**src/rtl/bus_arbiter.sv**
```systemverilog
// bus_arbiter: two-master round-robin arbiter onto one valid/ready slave port.
// A watchdog force-completes unacknowledged transfers and latches the address.
module bus_arbiter #(
  parameter int unsigned TIMEOUT  = 255,
  parameter logic [31:0] ERR_DATA = 32'hdeadbeef
) (
  input  logic        clk,
  input  logic        resetn,
  input  logic        m0_valid,
  input  logic [31:0] m0_addr,
  input  logic [31:0] m0_wdata,
  input  logic [3:0]  m0_wstrb,
  output logic        m0_ready,
  input  logic        m1_valid,
  input  logic [31:0] m1_addr,
  input  logic [31:0] m1_wdata,
  input  logic [3:0]  m1_wstrb,
  output logic        m1_ready,
  output logic [31:0] m_rdata,
  output logic        s_valid,
  output logic [31:0] s_addr,
  output logic [31:0] s_wdata,
  output logic [3:0]  s_wstrb,
  input  logic        s_ready,
  input  logic [31:0] s_rdata,
  output logic [1:0]  grant,
  output logic        bus_error,
  output logic [31:0] err_addr
);

  localparam int unsigned CW = $clog2(TIMEOUT + 1);
  localparam logic [CW-1:0] CNT_LAST = CW'(TIMEOUT - 1);

  typedef enum logic {
    S_IDLE,
    S_BUSY
  } state_t;

  state_t        r_state;
  state_t        w_state_nx;
  logic [1:0]    r_grant;
  logic [1:0]    w_grant_nx;
  logic          r_last;
  logic          w_last_nx;
  logic [CW-1:0] r_cnt;
  logic [CW-1:0] w_cnt_nx;
  logic [31:0]   r_err_addr;
  logic [31:0]   w_err_addr_nx;

  logic          w_any;
  logic          w_pick1;
  logic          w_sel1;
  logic          w_expire;
  logic          w_done;
  logic [31:0]   w_addr;
  logic [31:0]   w_wdata;
  logic [3:0]    w_wstrb;

  // Winner: a lone requester wins; on contention, whoever was not last.
  assign w_any   = m0_valid | m1_valid;
  assign w_pick1 = m1_valid & (~m0_valid | ~r_last);

  // Request fields of the current owner; only driven out while busy.
  assign w_sel1  = r_grant[1];
  assign w_addr  = w_sel1 ? m1_addr  : m0_addr;
  assign w_wdata = w_sel1 ? m1_wdata : m0_wdata;
  assign w_wstrb = w_sel1 ? m1_wstrb : m0_wstrb;

  // A late s_ready on the last allowed cycle still wins over the watchdog.
  assign w_expire = (r_cnt == CNT_LAST) & ~s_ready;

  assign grant    = r_grant;
  assign err_addr = r_err_addr;

  // State, ownership, fairness pointer, watchdog count and fault address.
  always_ff @(posedge clk or negedge resetn) begin
    if (!resetn) begin
      r_state    <= S_IDLE;
      r_grant    <= 2'b00;
      r_last     <= 1'b1;
      r_cnt      <= '0;
      r_err_addr <= 32'h0;
    end else begin
      r_state    <= w_state_nx;
      r_grant    <= w_grant_nx;
      r_last     <= w_last_nx;
      r_cnt      <= w_cnt_nx;
      r_err_addr <= w_err_addr_nx;
    end
  end

  // Next-state logic and all slave/master-side outputs.
  always_comb begin
    w_state_nx    = r_state;
    w_grant_nx    = r_grant;
    w_last_nx     = r_last;
    w_cnt_nx      = r_cnt;
    w_err_addr_nx = r_err_addr;
    w_done        = 1'b0;
    s_valid       = 1'b0;
    s_addr        = 32'h0;
    s_wdata       = 32'h0;
    s_wstrb       = 4'h0;
    m_rdata       = 32'h0;
    bus_error     = 1'b0;
    m0_ready      = 1'b0;
    m1_ready      = 1'b0;
    unique case (r_state)
      S_IDLE: begin
        if (w_any) begin
          w_state_nx = S_BUSY;
          w_grant_nx = w_pick1 ? 2'b10 : 2'b01;
          w_last_nx  = w_pick1;
          w_cnt_nx   = '0;
        end
      end
      S_BUSY: begin
        s_valid = 1'b1;
        s_addr  = w_addr;
        s_wdata = w_wdata;
        s_wstrb = w_wstrb;
        unique case (1'b1)
          s_ready: begin
            w_done  = 1'b1;
            m_rdata = s_rdata;
          end
          w_expire: begin
            w_done        = 1'b1;
            m_rdata       = ERR_DATA;
            bus_error     = 1'b1;
            w_err_addr_nx = w_addr;
          end
          default: begin
            w_cnt_nx = r_cnt + CW'(1);
          end
        endcase
        m0_ready = w_done & ~w_sel1;
        m1_ready = w_done & w_sel1;
        if (w_done) begin
          w_state_nx = S_IDLE;
          w_grant_nx = 2'b00;
        end
      end
    endcase
  end

endmodule

```
**config.mk**
```make
export PLATFORM = sky130hd
export DESIGN_NAME = bus_arbiter
export DESIGN_NICKNAME = d
export VERILOG_FILES = /design/src/rtl/bus_arbiter.sv
export SDC_FILE = /design/constraint.sdc
export NUM_CORES = 1
export LEC_CHECK = 0
export BUFFER_PORTS_ARGS = -buffer_cell sky130_fd_sc_hd__buf_4
export CORE_AREA = 2 2 122 124
export CTS_CLUSTER_DIAMETER = 40
export DETAILED_ROUTE_END_ITERATION = 7
export DIE_AREA = 0 0 124 126
export MAX_ROUTING_LAYER = met4
export PLACE_DENSITY = 0.6
export SLEW_MARGIN = 20
export SYNTH_ARGS = -nofsm -noshare
export SYNTH_HDL_FRONTEND = slang
export SYNTH_SLANG_ARGS = --single-unit
```
**constraint.sdc**
```tcl
create_clock -name clk -period 2.54 [get_ports clk]
set_input_delay 0.127 -clock clk [delete_from_list [all_inputs] [get_ports clk]]
set_output_delay 0.127 -clock clk [all_outputs]
set_load 0.03 [all_outputs]
```
# ---- Word-level counts from Yosys, hierarchy flattened
# Cells that the tools add are included.
dict set report classes {
  muxes 25
  eq_ne 4
  add_sub_neg 1
  bitwise_logic 11
  reduce_logical 5
}
# op n
set ops {}
lappend ops {{2-to-1 mux 32 bit} 5}
lappend ops {{one-hot mux 32 bit (2 select lines)} 1}
lappend ops {{2-to-1 mux 8 bit} 2}
lappend ops {{one-hot mux 8 bit (2 select lines)} 1}
lappend ops {{2-to-1 mux 1 bit} 9}
lappend ops {{adder 8 x 1 -> 8 bit (second input constant)} 1}
lappend ops {{equality test 8 bit (second input constant)} 1}
lappend ops {{2-to-1 mux 4 bit} 2}
lappend ops {{AND reduction 2 bit} 4}
lappend ops {{2-to-1 mux 2 bit} 3}
lappend ops {{NOT 1 bit} 5}
lappend ops {{AND 1 bit} 4}
lappend ops {{!= test 2 bit (second input constant)} 2}
lappend ops {{one-hot mux 2 bit (2 select lines)} 1}
lappend ops {{!= test 2 x 1 -> 1 bit (second input constant)} 1}
lappend ops {{bitwise OR 1 bit} 2}
lappend ops {{one-hot mux 1 bit (2 select lines)} 1}
lappend ops {{OR reduction 2 bit} 1}
dict set report totals {
  register_bits 44
  out_inout_bits 138
  input_bits 173
  elab_cells 51
}

# ---- Logic depth before layout (Yosys ltp)
dict set report logic_depth {
  ltp_word 7
  mapped_depth 8
  mapped_depth_nobuf 6
}

# ---- Worst setup path after synthesis
# No wires, ideal clock.
dict set report synth_path {
  path_type {reg-to-output}
  start {register r_state}
  end {output m_rdata[18]}
  t_arrival_ns 1.707
  stages_incl_launch_ff 7
  n_path_buf 3
  required_time_ns 2.413
  slack_ns 0.706
  path_cell_list {dfrtp_1 -> nand3b_1 -> or3_1 -> buf_2 -> buf_6 -> buf_6 -> nand2_1}
}
dict set report synth_between {
  elab_chain_cells 1
}
# item line
set synth_lines {}
lappend synth_lines {{start: declaration} 39} ;# state_t r_state;
lappend synth_lines {{start signal: assignment} 84} ;# r_state <= w_state_nx;
lappend synth_lines {{2-to-1 mux 32 bit} 108} ;# unique case (r_state)
lappend synth_lines {{end: declaration} 19} ;# output logic [31:0] m_rdata,
# No other way between the ends.

# ---- Worst setup path in the final report
dict set report layout_path {
  start {register r_cnt[0]}
  end {output m_rdata[26]}
}
dict set report layout_between {
  elab_chain_cells 4
}
# item line
set layout_lines {}
lappend layout_lines {{start: declaration} 45} ;# logic [CW-1:0] r_cnt;
lappend layout_lines {{start signal: assignment} 87} ;# r_cnt <= w_cnt_nx;
lappend layout_lines {{equality test 8 bit} 70} ;# assign w_expire = (r_cnt == CNT_LAST) & ~s_ready;
lappend layout_lines {{AND 1 bit} 70}
lappend layout_lines {{one-hot mux 32 bit (2 select lines)} 122} ;# unique case (1'b1)
lappend layout_lines {{2-to-1 mux 32 bit} 108}
# No other way between the ends.

==> impl_results.md <==
- Worst reg2reg startpoint: r_cnt[0]
- Initial antenna violation count: 0
- Multi-input gate area: 1760 um2
- Worst-Margin Slew: 0.620 ns
- Clock transition at the registers of the reported paths: around 0.060 ns
- Post-layout util: between 30% and 40%
- Slew headroom: 58.4%
- Vias per std cell: 4.41
- Cells after Synth: 384
- Wirelength per Cell: around 14 um
- Mean post-synth cell area: 7.86 um2
- Crit path capture type: output port
- Port buffer count: 310
- Starting DRT DRC Count: between 150 and 200
- Antenna Nets Post-Route: 0
- Leakage power: 3.10 nW
- DR vias: 3806
- # fillers: 1453
- Hold WS: 0.0157 ns
- Fmax: about 430 MHz
- Placed Area: 5500 um2
- VDD IR max: 418 uV
- Die area: approximately 16000 um2
- Mapped Nets: around 560
- Netlist cell types: 29
- Final nets: 853
- Min Clock Period, post-route: 2.34 ns
- Placer's final routability congestion estimate: 0.855
- Final setup TNS: 0 ns
- # rows: 44
- Chip height: between 100 and 150 um
- Die X-Extent: 124 um
- DP HPWL: 9630 um
- Clock sinks: 44
- Outcome: finished, final reports clean
- Latest clock arrival within the worst-skew pair: ~0.28 ns
- Critical Path AT: about 2.2 ns
- Pre-antenna DRT Iters: 4
- Clk_skew: 0.00633 ns
- Total track usage: between 10 and 15%
- Vias in the first global route: 3724
- Worst hold path class: in -> reg
- TritonCTS Buffers: 5
- Largest net degree at the start of global routing: 75
- Period utilization: 92.1%
- Pwr dens: approximately 670 nW/um2
- Resize count post-CTS: 0
- Io pins: a little over 300
- Final Hold Fails: 0
- CP Max Fanout: 74
- Hold_sp: m0_valid
- Layout cells sized above 1: just under 50%
- Most common cell after layout, fill and taps aside: buf_4
- Critical path class: reg -> out
- Most frequent cells in the layout: 314 x buf_4, 88 x nand2_1, 70 x nor2_1, 69 x mux2i_1, 42 x dfrtp_1
- Max-cap viol count: 0
- CTS tree: built
- Number of diodes: 0
- # H-tree levels: 2
- Grt ovf: 0
- Sequential share of the synthesized area: 36.5%
- Final wirelength: 12000 um
- Register area: 1110 um2
- Clk root buf: clkbuf_16
- Reg2reg setup slack: about 0.55 ns
- Initial Utilization: 21.1%
- DRC Markers: 0
- Area grow syn2layout: 87.8%
- First-pass GRT wire length: 18000 um
- Setup Viol. Count Final: 0
- Ys Warns: 0
- Core ar.: 14300 um2
- Finished Cell Area: 5660 um2
- Crit path launch type: flip-flop
- Synth Cell Area: 3020 um2
- Synth Register Bits: 44
- Worst EP required: around 2.4 ns
- Fin. max-slew vios: 0
- RSZ-0062 raised after global routing: false
- Clk buf depth: 2
- Worst setup path start: r_cnt[0]
==> cell usage after synthesis (all sizes together) <==
library cell	n	share of area [%]
a21oi	2	0.33
a31oi	1	0.21
and2	1	0.21
and3	10	2.1
buf	16	3.1
clkbuf	14	1.7
dfrtp	43	36
dfstp	1	0.87
ha	2	0.83
inv	4	0.50
mux2i	69	23
nand2	88	11
nand2b	2	0.41
nand3	5	0.83
nand3b	1	0.25
nand4	1	0.41
nor2	70	8.7
nor2b	2	0.41
nor4	1	0.21
o211ai	4	1.0
o21ai	38	6.3
o21bai	1	0.25
o22ai	2	0.41
o2bb2ai	1	0.29
o31ai	3	0.75
or3	2	0.41
==> critical path: stages, from the launching register on <==
cell and delay (ns):
dfrtp_1 0.42, inv_1 0.07, ha_1 0.18, nand2_1 0.05, or3_2 0.66, buf_12 0.27
nand2_1 0.10, buf_4 0.16
==> through the flow <==
step | setup slack [ns] | power, mW | std cells
floorplan | 0.706 | 2.26 | 384
global placement | 0.534 | 3.17 | 854
detailed placement | 0.496 | 3.19 | 854
CTS | 0.175 | 3.87 | 863
global route | 0.0284 | 4.05 | 863
finish | 0.200 | 3.81 | 863
==> registers in the layout, indices dropped and copies added, names as in the netlist <==
name	count
r_last	1
grant	2
r_cnt	8
err_addr	32
r_state	1
==> layer usage <==
layer	up-vias	GRT usage, %	wire [um]
met4	0	5.42	310
met2	207	26.8	6020
met3	24	2.26	1050
met5	-	-	0
li1	1880	-	-
met1	1695	16.6	4580
==> cell families (layout without fill, tap and decap cells) <==
group | after synthesis | in the layout | share of synthesized area, %
mux | 69 | 69 | 22.9
simple gates | 183 | 183 | 24.9
compound gates | 52 | 52 | 9.54
buf+inv | 34 | 329 | 5.31
fa+ha+maj | 2 | 2 | 0.829
flops | 44 | 44 | 36.5
==> area by class of cell <==
type                    count  share of cell area (%)
well taps                 184                    4.06
repair buffers            317                    42.5
clock inverters             1                   0.133
flip-flops and latches     44                    19.5
clock buffers               7                    2.52
inverters                   4                   0.265
multi-input cells         306                    31.0
==> path summary, 6_finish.rpt <==
kind,end,cells after the start
setup / recovery,m_rdata[26],7
max in group asynchronous,grant[1],2
min in group asynchronous,err_addr[14],2
hold / removal,r_last,2
setup reg to reg,err_addr[14],7
hold reg to reg,err_addr[25],2
==> where the power goes <==
group / internal [mW] / leakage (nW) / switching (mW)
Clock: 0.392 / 0.0701 / 0.263
Combinational: 0.939 / 2.43 / 1.44
Sequential: 0.747 / 0.603 / 0.0340
Total: 2.08 / 3.10 / 1.74
==> timing repair <==
item / CTS / global route
buffers inserted: 0 / 0
hold buffers: 1 / 0
hold endpoints to repair: 43 / 0
Note: power is estimated with default switching activity, not from simulation.
